$ cat src/rtl/oflow_mem_write_ctrl.sv
// Write-side controller for the optical-flow MEM buffer: steers one frame of bboxes into a
// history slot and records the per-slot bbox count (end pointer) when the frame commits.
module oflow_mem_write_ctrl #(
  parameter int unsigned MAX_HISTORY     = 5,
  parameter int unsigned ADDR_WIDTH      = 6,
  parameter int unsigned FRAME_NUM_WIDTH = 8,
  parameter int unsigned HIST_WIDTH      = 3
) (
  input  logic                                   clk,
  input  logic                                   reset_N,
  input  logic                                   start_write,
  input  logic [FRAME_NUM_WIDTH-1:0]             frame_num,
  input  logic [HIST_WIDTH-1:0]                  num_of_history_frames,
  input  logic                                   bbox_valid,
  input  logic                                   bbox_last,
  output logic                                   bbox_ready,
  output logic                                   mem_we,
  output logic [HIST_WIDTH-1:0]                  mem_slot,
  output logic [ADDR_WIDTH-1:0]                  mem_offset,
  output logic                                   done_write,
  output logic [MAX_HISTORY*(ADDR_WIDTH+1)-1:0]  end_ptr_flat,
  output logic                                   overflow_err
);

  localparam int unsigned CntW = ADDR_WIDTH + 1;
  localparam logic [ADDR_WIDTH:0] LastIdx = CntW'((2 ** ADDR_WIDTH) - 1);
  localparam logic [HIST_WIDTH-1:0] MaxHist = HIST_WIDTH'(MAX_HISTORY);

  typedef enum logic [1:0] {StIdle, StWrite, StCommit} state_e;

  state_e                state_q, state_d;
  logic [ADDR_WIDTH:0]   cnt_q, cnt_d;
  logic [HIST_WIDTH-1:0] slot_q, slot_d;
  logic                  overflow_q, overflow_d;
  logic [ADDR_WIDTH:0]   end_ptr_q [MAX_HISTORY];
  logic [ADDR_WIDTH:0]   end_ptr_d [MAX_HISTORY];

  logic                  handshake;
  logic                  clr_ptr, load_ptr;
  logic [HIST_WIDTH-1:0] n_eff;
  logic [HIST_WIDTH-1:0] slot_new;

  // Fallback depth clamped to 1..MAX_HISTORY so the modulo never divides by zero.
  always_comb begin
    n_eff = num_of_history_frames;
    if (num_of_history_frames == '0) begin
      n_eff = HIST_WIDTH'(1);
    end else if (num_of_history_frames > MaxHist) begin
      n_eff = MaxHist;
    end
    slot_new = HIST_WIDTH'(frame_num % FRAME_NUM_WIDTH'(n_eff));
  end

  assign bbox_ready   = (state_q == StWrite);
  assign handshake    = bbox_valid & bbox_ready;
  assign mem_we       = handshake;
  assign mem_slot     = slot_q;
  assign mem_offset   = cnt_q[ADDR_WIDTH-1:0];
  assign done_write   = (state_q == StCommit);
  assign overflow_err = overflow_q;

  always_comb begin
    state_d    = state_q;
    cnt_d      = cnt_q;
    slot_d     = slot_q;
    overflow_d = overflow_q;
    clr_ptr    = 1'b0;
    load_ptr   = 1'b0;
    case (state_q)
      StIdle: begin
        if (start_write) begin
          slot_d  = slot_new;
          cnt_d   = '0;
          clr_ptr = 1'b1;
          state_d = StWrite;
        end
      end
      StWrite: begin
        if (handshake) begin
          cnt_d = cnt_q + 1'b1;
          if (bbox_last) begin
            state_d = StCommit;
          end else if (cnt_q == LastIdx) begin
            // Slot full: close the frame early and flag the loss.
            state_d    = StCommit;
            overflow_d = 1'b1;
          end
        end
      end
      StCommit: begin
        load_ptr = 1'b1;
        state_d  = StIdle;
      end
      default: state_d = StIdle;
    endcase
  end

  always_comb begin
    end_ptr_d = end_ptr_q;
    for (int i = 0; i < int'(MAX_HISTORY); i++) begin
      if (clr_ptr && (int'(slot_d) == i)) begin
        end_ptr_d[i] = '0;
      end
      if (load_ptr && (int'(slot_q) == i)) begin
        end_ptr_d[i] = cnt_q;
      end
    end
  end

  always_ff @(posedge clk or negedge reset_N) begin
    if (!reset_N) begin
      state_q    <= StIdle;
      cnt_q      <= '0;
      slot_q     <= '0;
      overflow_q <= 1'b0;
      for (int i = 0; i < int'(MAX_HISTORY); i++) begin
        end_ptr_q[i] <= '0;
      end
    end else begin
      state_q    <= state_d;
      cnt_q      <= cnt_d;
      slot_q     <= slot_d;
      overflow_q <= overflow_d;
      end_ptr_q  <= end_ptr_d;
    end
  end

  for (genvar g = 0; g < int'(MAX_HISTORY); g++) begin : g_flat
    assign end_ptr_flat[g*CntW +: CntW] = end_ptr_q[g];
  end

endmodule

$ cat config.mk
export PLATFORM = sky130hd
export DESIGN_NAME = oflow_mem_write_ctrl
export DESIGN_NICKNAME = d
export VERILOG_FILES = /design/src/rtl/oflow_mem_write_ctrl.sv
export SDC_FILE = /design/constraint.sdc
export NUM_CORES = 1
export LEC_CHECK = 0
export ABC_AREA = 1
export BUFFER_PORTS_ARGS = -buffer_cell sky130_fd_sc_hd__buf_2
export CAP_MARGIN = 15
export CORE_MARGIN = 2
export CORE_UTILIZATION = 40
export CTS_BUF_LIST = sky130_fd_sc_hd__clkbuf_8
export CTS_CLUSTER_SIZE = 10
export DETAILED_ROUTE_END_ITERATION = 6
export GPL_ROUTABILITY_DRIVEN = 0
export PLACE_DENSITY_LB_ADDON = 0.3
export SLEW_MARGIN = 5
export SYNTH_ARGS = -nofsm -noshare
export SYNTH_HDL_FRONTEND = slang
export SYNTH_SLANG_ARGS = --single-unit
$ cat constraint.sdc
create_clock -name clk -period 2.36 [get_ports clk]
set_input_delay 0.118 -clock clk [delete_from_list [all_inputs] [get_ports clk]]
set_output_delay 0.118 -clock clk [all_outputs]
set_load 0.02 [all_outputs]
==> impl_results.md <==
- Cell family with most CP delay: simple AND/OR/NAND/NOR gates
- Reg clk slew, reported paths: approximately 0.090 ns
- Drt first pass iters: 4
- Cells after DPL: 730
- Flops & latches, synth: 48
- Most used cell along the critical path: nand2_2
- Synth warn: 0
- Max Buffers Root-to-Sink: 2
- Antenna viol nets, final: 0
- Io pins: 64
- Vias in the first global route: between 3000 and 4000
- Drt initial violations: 164
- H-tree levels: 2
- Mapped Avg Cell Area: 7.76 um2
- Skew-Pair Late Insertion Delay: about 0.30 ns
- Nets@finish: 716
- Die area: 9900 um2
- ANT cells: 0
- Die Ht: 99.5 um
- Rows: 34
- Ratio of final minimum period to clock period: 323%
- Worst reg2reg setup slack: -0.14 ns
- Final Slew Violations: 0
- Worst EP arrival: just under 8 ns
- LEAKAGE: 3.07 nW
- Most frequent cells in the layout: buf_4, nand2_1, buf_2
- Setup TNS: -198.18 ns
- Fin Hold WS: 0.0429 ns
- Outcome: finished with violations
- Slew @ Worst Pin: approximately 0.47 ns
- Wl on met1: between 4000 and 5000 um
- Mapped Cells: 470
- CP required: 2.56 ns
- Worst path slowest cell: fa_2
- Cell Pwr Density: around 1600 nW/um2
- Maximum vdd drop: 644 uV
- Hold WC Path Type: input port to flip-flop
- CP Launch Type: input port
- TritonCTS Buffers: 5
- Routed vias: 3893
- WL final: 11100 um
- Core box area: 8760 um2
- Via/cell ratio: just under 5
- Layout cells sized above 1: 57.4%
- Setup Viol. Count Final: 42
- Relative slew margins: 68.7%
- Antenna violations before repair: 0
- Initial Utilization: about two fifths
- Drt drc: 0
- Root buf cell: clkbuf_8
- CTS sink cnt: 48
- Final Hold Fails: 0
- I/O Buffers: 63
- Failing checks: negative setup slack
- Global-route wire length before repair: 17400 um
- Largest net degree at the start of global routing: 34
- Tmin final: 7.63 ns
- Met3 wire len: ~440 um
- Most common cell after layout, fill and taps aside: buf_4
- Post-synth cell types: 43
- Crit path buf inv count: 12
- Mapped Nets: 506
- Global-route usage over all layers: 21.7%
- Tot Pwr: between 9 and 10 mW
- Uppermost routed layer: met4
- Global route overflow: 0
- Area growth from synthesis to layout: 63.1%
- Die Span X: roughly 100 um
- Worst Clk Skew: 0.0105 ns
- Crit path largest cell delay: 0.35 ns
- Worst slack, placed: -5.63 ns
- Max Freq: 0.131 GHz
- HPWL after DPL: 7460 um
- CP Class: input port to flip-flop
- Maximum capacitance violations: 0
- Final WS setup: -5.27 ns
- Area of the mapped netlist: 3650 um2
- Wire per inst: about 14 um
- Final Instance Count excl. Fillers: 789
- Max FO, Critical Path: 7
- Seq/Total Area, Yosys: 32.9%
- Unrepaired setup endpoints after global routing: yes
- Routed met2 length: 5940 um
- Crit. End Element: flip-flop
- CTS tree: built
==> Yosys cell counts, drive strengths merged <==
| cell | n | area (um2) |
|---|---|---|
| nand2 | 153 | 647 |
| nand3 | 70 | 505 |
| inv | 67 | 252 |
| dfrtp | 48 | 1200 |
| nor2 | 34 | 205 |
| ha | 19 | 238 |
| o21ai | 16 | 103 |
| a21oi | 12 | 90.1 |
| nor3 | 7 | 35.0 |
| buf | 6 | 45.0 |
| clkbuf | 5 | 18.8 |
| nand4 | 4 | 37.5 |
| o21bai | 4 | 45.0 |
| xnor2 | 4 | 35.0 |
| xor2 | 4 | 35.0 |
| a31oi | 3 | 18.8 |
| o211ai | 3 | 36.3 |
| or2 | 3 | 21.3 |
| nor4 | 2 | 12.5 |
| a211oi | 1 | 7.51 |
| and3 | 1 | 6.26 |
| bufinv | 1 | 17.5 |
| fa | 1 | 20.0 |
| nand3b | 1 | 7.51 |
| o21a | 1 | 7.51 |
==> per-stage QoR <==
| stage | cell area [um2] | utilization [%] |
|---|---|---|
| final | 5950 | 67.9 |
| after global routing | 5950 | 67.9 |
| after CTS | 5690 | 64.9 |
| after detailed placement | 5110 | 58.4 |
| after global placement | 5110 | 58.4 |
| after floorplan | 3950 | - |
==> metal layers <==
layer	up-vias	global-route usage (%)
met4	0	6.01
met5	-	0
li1	1921	-
met3	24	2.74
met2	84	40.2
met1	1864	26.3
==> sequential cells by signal (all words and copies together), names as in the netlist <==
| register | count |
|---|---|
| cnt_q | 7 |
| end_ptr_flat | 35 |
| mem_slot | 3 |
| overflow_err | 1 |
| state_q | 2 |
==> area by class of cell <==
type	count	area (um2)
multi-input combinational	343	2700
fill	637	2820
sequential	48	1200
timing repair buffer	214	1510
clock buffer	6	82.6
inverter	68	282
tap	108	135
clock inverter	2	38.8
==> report_power, final <==
group	internal, mW	switching, mW	total (mW)
Clock	0.347	0.287	0.633
Combinational	3.60	4.08	7.68
Sequential	1.16	0.215	1.38
Total	5.11	4.58	9.69
==> cell families (layout without fill, tap and decap cells) <==
| logic type | Yosys count | after routing | share of synthesized area, % |
|---|---|---|---|
| fa+ha+maj | 20 | 20 | 7.07 |
| simple gates | 275 | 275 | 40.5 |
| flops | 48 | 48 | 32.9 |
| xor+xnor | 8 | 8 | 1.92 |
| compound gates | 40 | 40 | 8.44 |
| buf+inv | 79 | 290 | 9.13 |
==> timing repair <==
action	4_1_cts	5_1_grt
buffers inserted	39	13
hold buffers	1	0
endpoints found under the hold margin	15	0
gates resized for setup	33	39
pin swaps	20	60
setup endpoints to repair	40	42
==> worst register-to-register path, stage by stage (launching register included) <==
cell,delay [ns]
dfrtp_1,0.37
ha_2,0.18
inv_1,0.06
nor3_2,0.21
inv_1,0.08
nor2_2,0.10
inv_1,0.07
nor2_2,0.12
nand2_2,0.09
nand2_2,0.07
o21ai_2,0.07
nor2_4,0.21
buf_4,0.17
nor2_1,0.07
o21bai_4,0.24
nand3_4,0.17
nand3_2,0.09
nand2_1,0.07
==> path summary, 6_finish.rpt <==
check | startpoint | endpoint | cells past startpoint
worst max-delay path | num_of_history_frames[1] | end_ptr_flat[8] | 63
worst min-delay path | bbox_valid | state_q[0] | 2
worst max register to register | cnt_q[0] | end_ptr_flat[8] | 17
worst min register to register | overflow_err | overflow_err | 1
max in group asynchronous | reset_N | cnt_q[1] | 3
min in group asynchronous | reset_N | end_ptr_flat[22] | 2
(Power assumes the default switching activity.)
